--- src/rtl/braid_mix_scheduler.sv ---
// Run sequencer for an N-lane x D-stage mixer braid: LOAD, then MIX/XFER for each stage, with an abort-triggered FLUSH.
// Optional macro BRAID_SCHED_PAUSE_EN adds a pause input that freezes sequencing in LOAD/MIX/XFER.
module braid_mix_scheduler #(
  parameter int LANES        = 3,
  parameter int DEPTH        = 16,
  parameter int LOAD_CYCLES  = 4,
  parameter int MIX_CYCLES   = 8,
  parameter int XFER_CYCLES  = 2,
  parameter int FLUSH_CYCLES = 6,
  parameter int TW           = 16
) (
  input  logic                    clk,
  input  logic                    rst,
  input  logic                    start,
  input  logic                    abort,
`ifdef BRAID_SCHED_PAUSE_EN
  input  logic                    pause,
`endif
  output logic                    busy,
  output logic                    done,
  output logic                    err,
  output logic [$clog2(DEPTH):0]  stage,
  output logic [LANES-1:0]        load_vlv,
  output logic [LANES-1:0]        mix_en,
  output logic [LANES-1:0]        xfer_vlv,
  output logic                    flush_vlv
);

  localparam int SW = $clog2(DEPTH) + 1;
  localparam logic [TW-1:0] LOAD_T  = TW'(LOAD_CYCLES - 1);
  localparam logic [TW-1:0] MIX_T   = TW'(MIX_CYCLES - 1);
  localparam logic [TW-1:0] XFER_T  = TW'(XFER_CYCLES - 1);
  localparam logic [TW-1:0] FLUSH_T = TW'(FLUSH_CYCLES - 1);
  localparam logic [SW-1:0] LAST_STAGE = SW'(DEPTH - 1);

  typedef enum logic [2:0] {
    IDLE  = 3'd0,
    LOAD  = 3'd1,
    MIX   = 3'd2,
    XFER  = 3'd3,
    FLUSH = 3'd4,
    DONE  = 3'd5
  } state_t;

  state_t          state_r, state_s;
  logic [TW-1:0]   timer_r, timer_s;
  logic [SW-1:0]   stage_r, stage_s;
  logic            pause_s;
  logic            hold_s;

  logic            busy_r, done_r, err_r, flush_r;
  logic [LANES-1:0] load_r, mix_r, xfer_r;

`ifdef BRAID_SCHED_PAUSE_EN
  assign pause_s = pause;
`else
  assign pause_s = 1'b0;
`endif

  // Pause only matters while a timed run state is active and no abort is pending
  assign hold_s = pause_s && !abort &&
                  ((state_r == LOAD) || (state_r == MIX) || (state_r == XFER));

  // Next-state, timer and stage sequencing
  always_comb begin
    state_s = state_r;
    timer_s = timer_r;
    stage_s = stage_r;
    case (state_r)
      IDLE: begin
        if (start) begin
          state_s = LOAD;
          timer_s = LOAD_T;
          stage_s = {SW{1'b0}};
        end else begin
          state_s = IDLE;
        end
      end
      LOAD, MIX, XFER: begin
        if (abort) begin
          state_s = FLUSH;
          timer_s = FLUSH_T;
          stage_s = {SW{1'b0}};
        end else if (hold_s) begin
          state_s = state_r;
        end else if (timer_r != {TW{1'b0}}) begin
          timer_s = timer_r - TW'(1);
        end else if (state_r == LOAD) begin
          state_s = MIX;
          timer_s = MIX_T;
          stage_s = {SW{1'b0}};
        end else if (state_r == MIX) begin
          state_s = XFER;
          timer_s = XFER_T;
        end else if (stage_r == LAST_STAGE) begin
          state_s = DONE;
          timer_s = {TW{1'b0}};
        end else begin
          state_s = MIX;
          timer_s = MIX_T;
          stage_s = stage_r + SW'(1);
        end
      end
      FLUSH: begin
        if (timer_r != {TW{1'b0}}) begin
          timer_s = timer_r - TW'(1);
        end else begin
          state_s = IDLE;
          stage_s = {SW{1'b0}};
        end
      end
      DONE: begin
        state_s = IDLE;
        stage_s = {SW{1'b0}};
      end
      default: begin
        state_s = IDLE;
        timer_s = {TW{1'b0}};
        stage_s = {SW{1'b0}};
      end
    endcase
  end

  // Sequencer state registers
  always_ff @(posedge clk or posedge rst) begin
    if (rst) begin
      state_r <= IDLE;
      timer_r <= {TW{1'b0}};
      stage_r <= {SW{1'b0}};
    end else begin
      state_r <= state_s;
      timer_r <= timer_s;
      stage_r <= stage_s;
    end
  end

  // Outputs decoded from the next state so each valve is active exactly in its state's cycles
  always_ff @(posedge clk or posedge rst) begin
    if (rst) begin
      busy_r  <= 1'b0;
      done_r  <= 1'b0;
      err_r   <= 1'b0;
      flush_r <= 1'b0;
      load_r  <= {LANES{1'b0}};
      mix_r   <= {LANES{1'b0}};
      xfer_r  <= {LANES{1'b0}};
    end else begin
      busy_r  <= (state_s != IDLE);
      done_r  <= (state_s == DONE);
      err_r   <= start && (state_r != IDLE);
      flush_r <= (state_s == FLUSH);
      load_r  <= ((state_s == LOAD) && !hold_s) ? {LANES{1'b1}} : {LANES{1'b0}};
      mix_r   <= ((state_s == MIX)  && !hold_s) ? {LANES{1'b1}} : {LANES{1'b0}};
      xfer_r  <= ((state_s == XFER) && !hold_s) ? {LANES{1'b1}} : {LANES{1'b0}};
    end
  end

  assign busy      = busy_r;
  assign done      = done_r;
  assign err       = err_r;
  assign stage     = stage_r;
  assign load_vlv  = load_r;
  assign mix_en    = mix_r;
  assign xfer_vlv  = xfer_r;
  assign flush_vlv = flush_r;

endmodule

--- config.mk ---
export PLATFORM = sky130hd
export DESIGN_NAME = braid_mix_scheduler
export DESIGN_NICKNAME = d
export VERILOG_FILES = /design/src/rtl/braid_mix_scheduler.sv
export SDC_FILE = /design/constraint.sdc
export NUM_CORES = 1
export LEC_CHECK = 0
export ABC_AREA = 1
export CAP_MARGIN = 0
export CELL_PAD_IN_SITES_DETAIL_PLACEMENT = 0
export CELL_PAD_IN_SITES_GLOBAL_PLACEMENT = 1
export CORE_AREA = 3 3 75 77
export CTS_BUF_LIST = sky130_fd_sc_hd__clkbuf_4
export CTS_CLUSTER_DIAMETER = 60
export DETAILED_ROUTE_END_ITERATION = 10
export DIE_AREA = 0 0 78 80
export GPL_ROUTABILITY_DRIVEN = 0
export PLACE_DENSITY = 0.88
export SLEW_MARGIN = 20
export SYNTH_ARGS = -nofsm -noshare
export SYNTH_HDL_FRONTEND = slang
export SYNTH_SLANG_ARGS = --single-unit
--- constraint.sdc ---
create_clock -name clk -period 2.1 [get_ports clk]
set_input_delay 0.315 -clock clk [delete_from_list [all_inputs] [get_ports clk]]
set_output_delay 0.315 -clock clk [all_outputs]
set_load 0.005 [all_outputs]
* After elaboration in Yosys (flattened, before gate mapping)
Cells that the tools add are included.
Word-level totals: memories kept 0, bits in read-only memories 0, bits of input ports 4, bits in registers 37, memory bits (writable) 0, word-level logic and storage cells 65, latch bits 0
Operators by class: shift operators 0, muxes and demuxes 27, $add $sub $neg 2, div/mod/pow operators 0, equal/unequal tests 17, $lt $le $gt $ge 0, multipliers 0, bitwise gates (word level) 1, reduce and logical (&&, ||, !) cells 8
Operator list (count):
- 16-bit two-way mux | 4
- 16-bit case mux with 4 select lines | 1
- 3-bit two-way mux | 12
- 5-bit two-way mux | 7
- 16-bit nonzero test | 1
- 16-bit by 1-bit subtractor with 16-bit output (second input constant) | 1
- 5-bit case mux with 3 select lines | 1
- 3-bit by 2-bit equality test with 1-bit output (second input constant) | 4
- 3-bit equality test (second input constant) | 4
- 3-bit case mux with 3 select lines | 1
- 4-bit != test (second input constant) | 2
- 3-bit by 1-bit equality test with 1-bit output (second input constant) | 2
- 2-bit != test (second input constant) | 3
- 3-bit nonzero test | 2
- 5-bit by 1-bit adder with 5-bit output (second input constant) | 1
- 5-bit by 4-bit equality test with 1-bit output (second input constant) | 1
- 5-bit AND reduction | 1
- 3-bit logical NOT | 1
- 3-bit != test (second input constant) | 1
- 3-bit AND reduction | 1
- 3-bit OR reduction | 1
- 1-bit logical AND | 1
- 1-bit two-way mux | 1
- 1-bit NOT | 1

* Logic depth before layout (Yosys ltp)
depth in word-level cells 9, depth in mapped cells 12, gate-level depth less buffers 12

* Worst setup path before layout
OpenSTA, ideal clock, no wires.
path type register to register, from register stage_r[0], in the netlist stage[0], to register stage_r[2], in the netlist stage[2], slack 0.484 ns, arrival 1.497 ns, cell stages (with the launch flop) 10, period minus slack after synthesis 1.616 ns, path buffers 0, library setup time 0.119 ns, path through dfrtp_1 > ha_1 > nand2_1 > nor2_1 > ha_1 > o21ai_0 > nand2_1 > nand3b_4 > a21oi_1 > nor2_1
Between the ends: cells in the longest elaborated chain, start to end 7, elaborated cells on any way between the ends 10, those cells by class add/sub (1); eq/ne (2); mux (6); reduce/logical (1)
Ends and longest elaborated chain:
- from (decl) | line 47 | logic [SW-1:0] stage_r, stage_s;
- from (signal assigned) | line 129 | stage_r <= {SW{1'b0}};
- from (signal assigned) | line 133 | stage_r <= stage_s;
- 5-bit by 1-bit adder with 5-bit output | line 101 | stage_s = stage_r + SW'(1);
- 5-bit two-way mux | line 95 | end else if (stage_r == LAST_STAGE) begin
- 5-bit two-way mux | line 92 | end else if (state_r == MIX) begin
- 5-bit two-way mux | line 88 | end else if (state_r == LOAD) begin
- 5-bit two-way mux | line 86 | end else if (timer_r != {TW{1'b0}}) begin
- 5-bit two-way mux | line 80 | if (abort) begin
- 5-bit case mux with 3 select lines | line 69 | case (state_r)
Parallel ways exist; a longest one is shown, timed or not. The select of a mux whose other input is x is not followed. A chain may end at the register's enable or synchronous reset.

* Final worst setup path
from register timer_r[0], to register timer_r[13]
Between the ends: cells in the longest elaborated chain, start to end 4, elaborated cells on any way between the ends 8, those cells by class add/sub (1); eq/ne (1); mux (4); reduce/logical (2)
Ends and longest elaborated chain:
- from (decl) | line 46 | logic [TW-1:0] timer_r, timer_s;
- from (signal assigned) | line 128 | timer_r <= {TW{1'b0}};
- from (signal assigned) | line 132 | timer_r <= timer_s;
- 16-bit by 1-bit subtractor with 16-bit output or 16-bit nonzero test (tied branches)
- 16-bit two-way mux | line 86
- 16-bit two-way mux | line 80
- 16-bit case mux with 4 select lines | line 69
Parallel ways exist; a longest one is shown, timed or not. The select of a mux whose other input is x is not followed.

==> impl_results.md <==
- Synth unique cells: 26
- Final hold violations: 0
- Worst Setup Path Type: reg -> reg
- Post-Syn Nets: 298
- Antenna violations before repair: 0
- Core Area: 0.00507 mm²
- Port bufs: 21
- Leak pwr: 1.08 nW
- CTS hold repair buffers: 0
- Synth top area cells: dfrtp_1 (38%), nand2_1 (14%), nor2_1 (7.3%)
- Peak Freq: 542 MHz
- DR iter-0 viols: 82
- NumNets Final: 318
- Number of diodes: 0
- Die Y: 80 µm
- Sequential area share after synthesis: 37.5%
- PostCTS Resize Cnt: 0
- Fin crit share: 87.8%
- RSZ-0062 raised after global routing: false
- Setup bufs post-CTS: 0
- Final wirelength: 4.42 mm
- Vias: 1786
- First-pass GRT wire length: 7.71 mm
- Crit Path Max Fanout: 6
- I/O pin cnt: 22
- CTS root buffer: clkbuf_4
- Min-delay worst type: in -> async
- Warnings, synthesis: 0
- Least-Margin Pin Slew: 0.428 ns
- Crit-path max cell delay: 0.39 ns
- CTS tree: built
- Top_reg_cell synth: dfrtp_1
- Top-count cell post-synth: nand2_1
- Pin count of the biggest net entering global routing: 32
- Sw frac: 25.1%
- # Max-Cap Violations: 0
- Number of clock sinks: 31
- Reg power frac: 61.0%
- Global router's overall resource usage: 15.6%
- Vias per Instance: 4.69
- Critical-path cell list: inv_1 > ha_1 > nand3_1 > nor2_1 > nand2_1 > nand2_2 > nand4_1 > nand2_1 > nor2_1
- Post-DRT Antenna Nets: 0
- Fraction of layout cells with a size suffix above 1: 13.2%
- Leading area contributor after synthesis: dfrtp_1
- DIE AREA: 0.00624 mm²
- GR Layer Usage met2: 24.7%
- Sw Pwr: 246 µW
- Status: completed
- Worst setup EP type: flop
- Hpwl dp: 3.44 mm
- Yosys top cell area share: 37.5%
- Synth-to-layout area growth: 14.0%
- Pwr dens: 415 mW/mm²
- Clock Power Share: 36.5%
- Clock transition at the registers of the reported paths: 0.12 ns
- Cells after Synth: 290
- Maximum vdd drop: 0.305 mV
- Die width: 78 µm
- Final Setup Violations: 0
- Minimum clock period: 1.84 ns
- Worst clock skew: 0.0163 ns
- Post-synth EDFFs: 0
- CP startpoint kind: flop
- Grt met3 use: 3.72%
- Combinational cell fraction of total power: 2.5%
- Wire length per cell: 11.6 µm
- CTS Buf Count: 5
- Post-Syn Area: 0.00207 mm²
- Top cells by count, synth: nand2_1 (76), nor2_1 (40), inv_1 (37)
- Critical path arrival: 2.08 ns
- Pins Over Slew Limit: 0
- Initial Util: 40.8%
- Seq cells post-synth: 31
- DR pass1 iterations: 4
- Number of global-route vias before repair: 1668
- Setup Total Neg Slack: 0 ns
- Slew margin rel.: 71.4%
- Clock Latency Late Sink: 0.35 ns
- Met1 Track Usage GR: 21.2%
- Syn Area/Cell: 7.13 µm²
- Critical Path RT: 2.34 ns
- Final core utilization: 46.5%
- Async SR Flop Fraction: 100%
- H-tree Lvls: 2
- # DRC: 0
- Internal power: 734 µW
- Max clock buf depth: 2
- Layer with the highest usage: met2
- Row cnt: 26
- Grt ovf: 0
- CP max stage cell: dfrtp_1
-- worst paths after layout --
kind / startpoint / end / depth (start not counted) / slack (ns)
min in group clk: timer_r[0] / timer_r[0] / 2 / 0.50
min reg2reg: timer_r[0] / timer_r[0] / 2 / 0.50
min: rst / state_r[1] / 3 / 0.33
max reg2reg: timer_r[0] / timer_r[13] / 9 / 0.26
max: timer_r[0] / timer_r[13] / 9 / 0.26
max in group asynchronous: rst / timer_r[4] / 3 / 1.47
-- metal layers --
layer,vias to the layer above,routed length (µm)
met5,-,0
met2,27,1880
met1,795,2300
li1,958,-
met3,6,174
met4,0,57
-- power groups by stage --
stage | combinational [mW] | clock, mW | sequential (mW)
2_1_floorplan | 0.0115 | 0 | 0.610
3_5_place_dp | 0.0260 | 0 | 0.609
6_report | 0.0248 | 0.357 | 0.598
4_1_cts | 0.0260 | 0.366 | 0.598
5_1_grt | 0.0289 | 0.391 | 0.598
3_3_place_gp | 0.0259 | 0 | 0.609
-- cell usage in the layout (no fill, tap or decap) --
cell and instances:
a21boi_2 1, a21oi_1 10, a21oi_2 3, buf_4 1
clkbuf_4 5, clkdlybuf4s50_1 21, clkinv_2 1, clkinvlp_4 2
dfrtp_1 31, ha_1 4, inv_1 37, inv_2 4
nand2_1 76, nand2_2 6, nand2_4 4, nand3_1 19
nand3_2 1, nand3b_4 1, nand4_1 17, nor2_1 40
nor2_2 9, nor2_4 3, nor3_1 2, nor3b_1 1
o21ai_0 6, o21ai_1 3, xnor2_1 1, xor2_1 2
-- sequential cells by signal (all words and copies together) (netlist names) --
name and cells:
err 1, busy 1, mix_en 1, timer_r 16, stage 5, load_vlv 1
done 1, xfer_vlv 1, flush_vlv 1, state_r 3
-- final cells by class --
cell class                 count  area, µm²
clock buffer                   5       37.5
sequential                    31        776
clock inverter                 3       20.0
tap                           70       87.6
multi-input combinational    209       1070
inverter                      41        154
fill                         545       2720
timing repair buffer          22        218
-- cells by family after synthesis --
logic type,after synthesis,share of synthesized area (%)
simple gates,179,41.4
buf+inv,50,10.9
flops,31,37.5
compound gates,23,6.41
fa+ha+maj,4,2.42
xor+xnor,3,1.27
-- metrics by stage --
stage                     hold WS [ns]  cell area [µm²]  cells  setup slack, ns  total power [mW]
after detailed placement         0.473             2300    373            0.196             0.635
after floorplan                  0.419             2070    290            0.484             0.621
after CTS                        0.345             2360    381            0.255             0.990
after global placement           0.467             2300    373            0.170             0.635
after global routing             0.380             2360    381           0.0640              1.02
final                            0.334             2360    381            0.255             0.980
-- worst max-delay path: cells and delay by family, from the launching register on --
| family | cells | cell delay (ns) |
|---|---|---|
| buffers and inverters | 1 | 0.15 |
| flip-flops | 1 | 0.39 |
| AND/OR/NAND/NOR | 7 | 1.00 |
| adder cells (fa/ha/maj) | 1 | 0.19 |
Note: power is estimated with default switching activity, not from simulation.
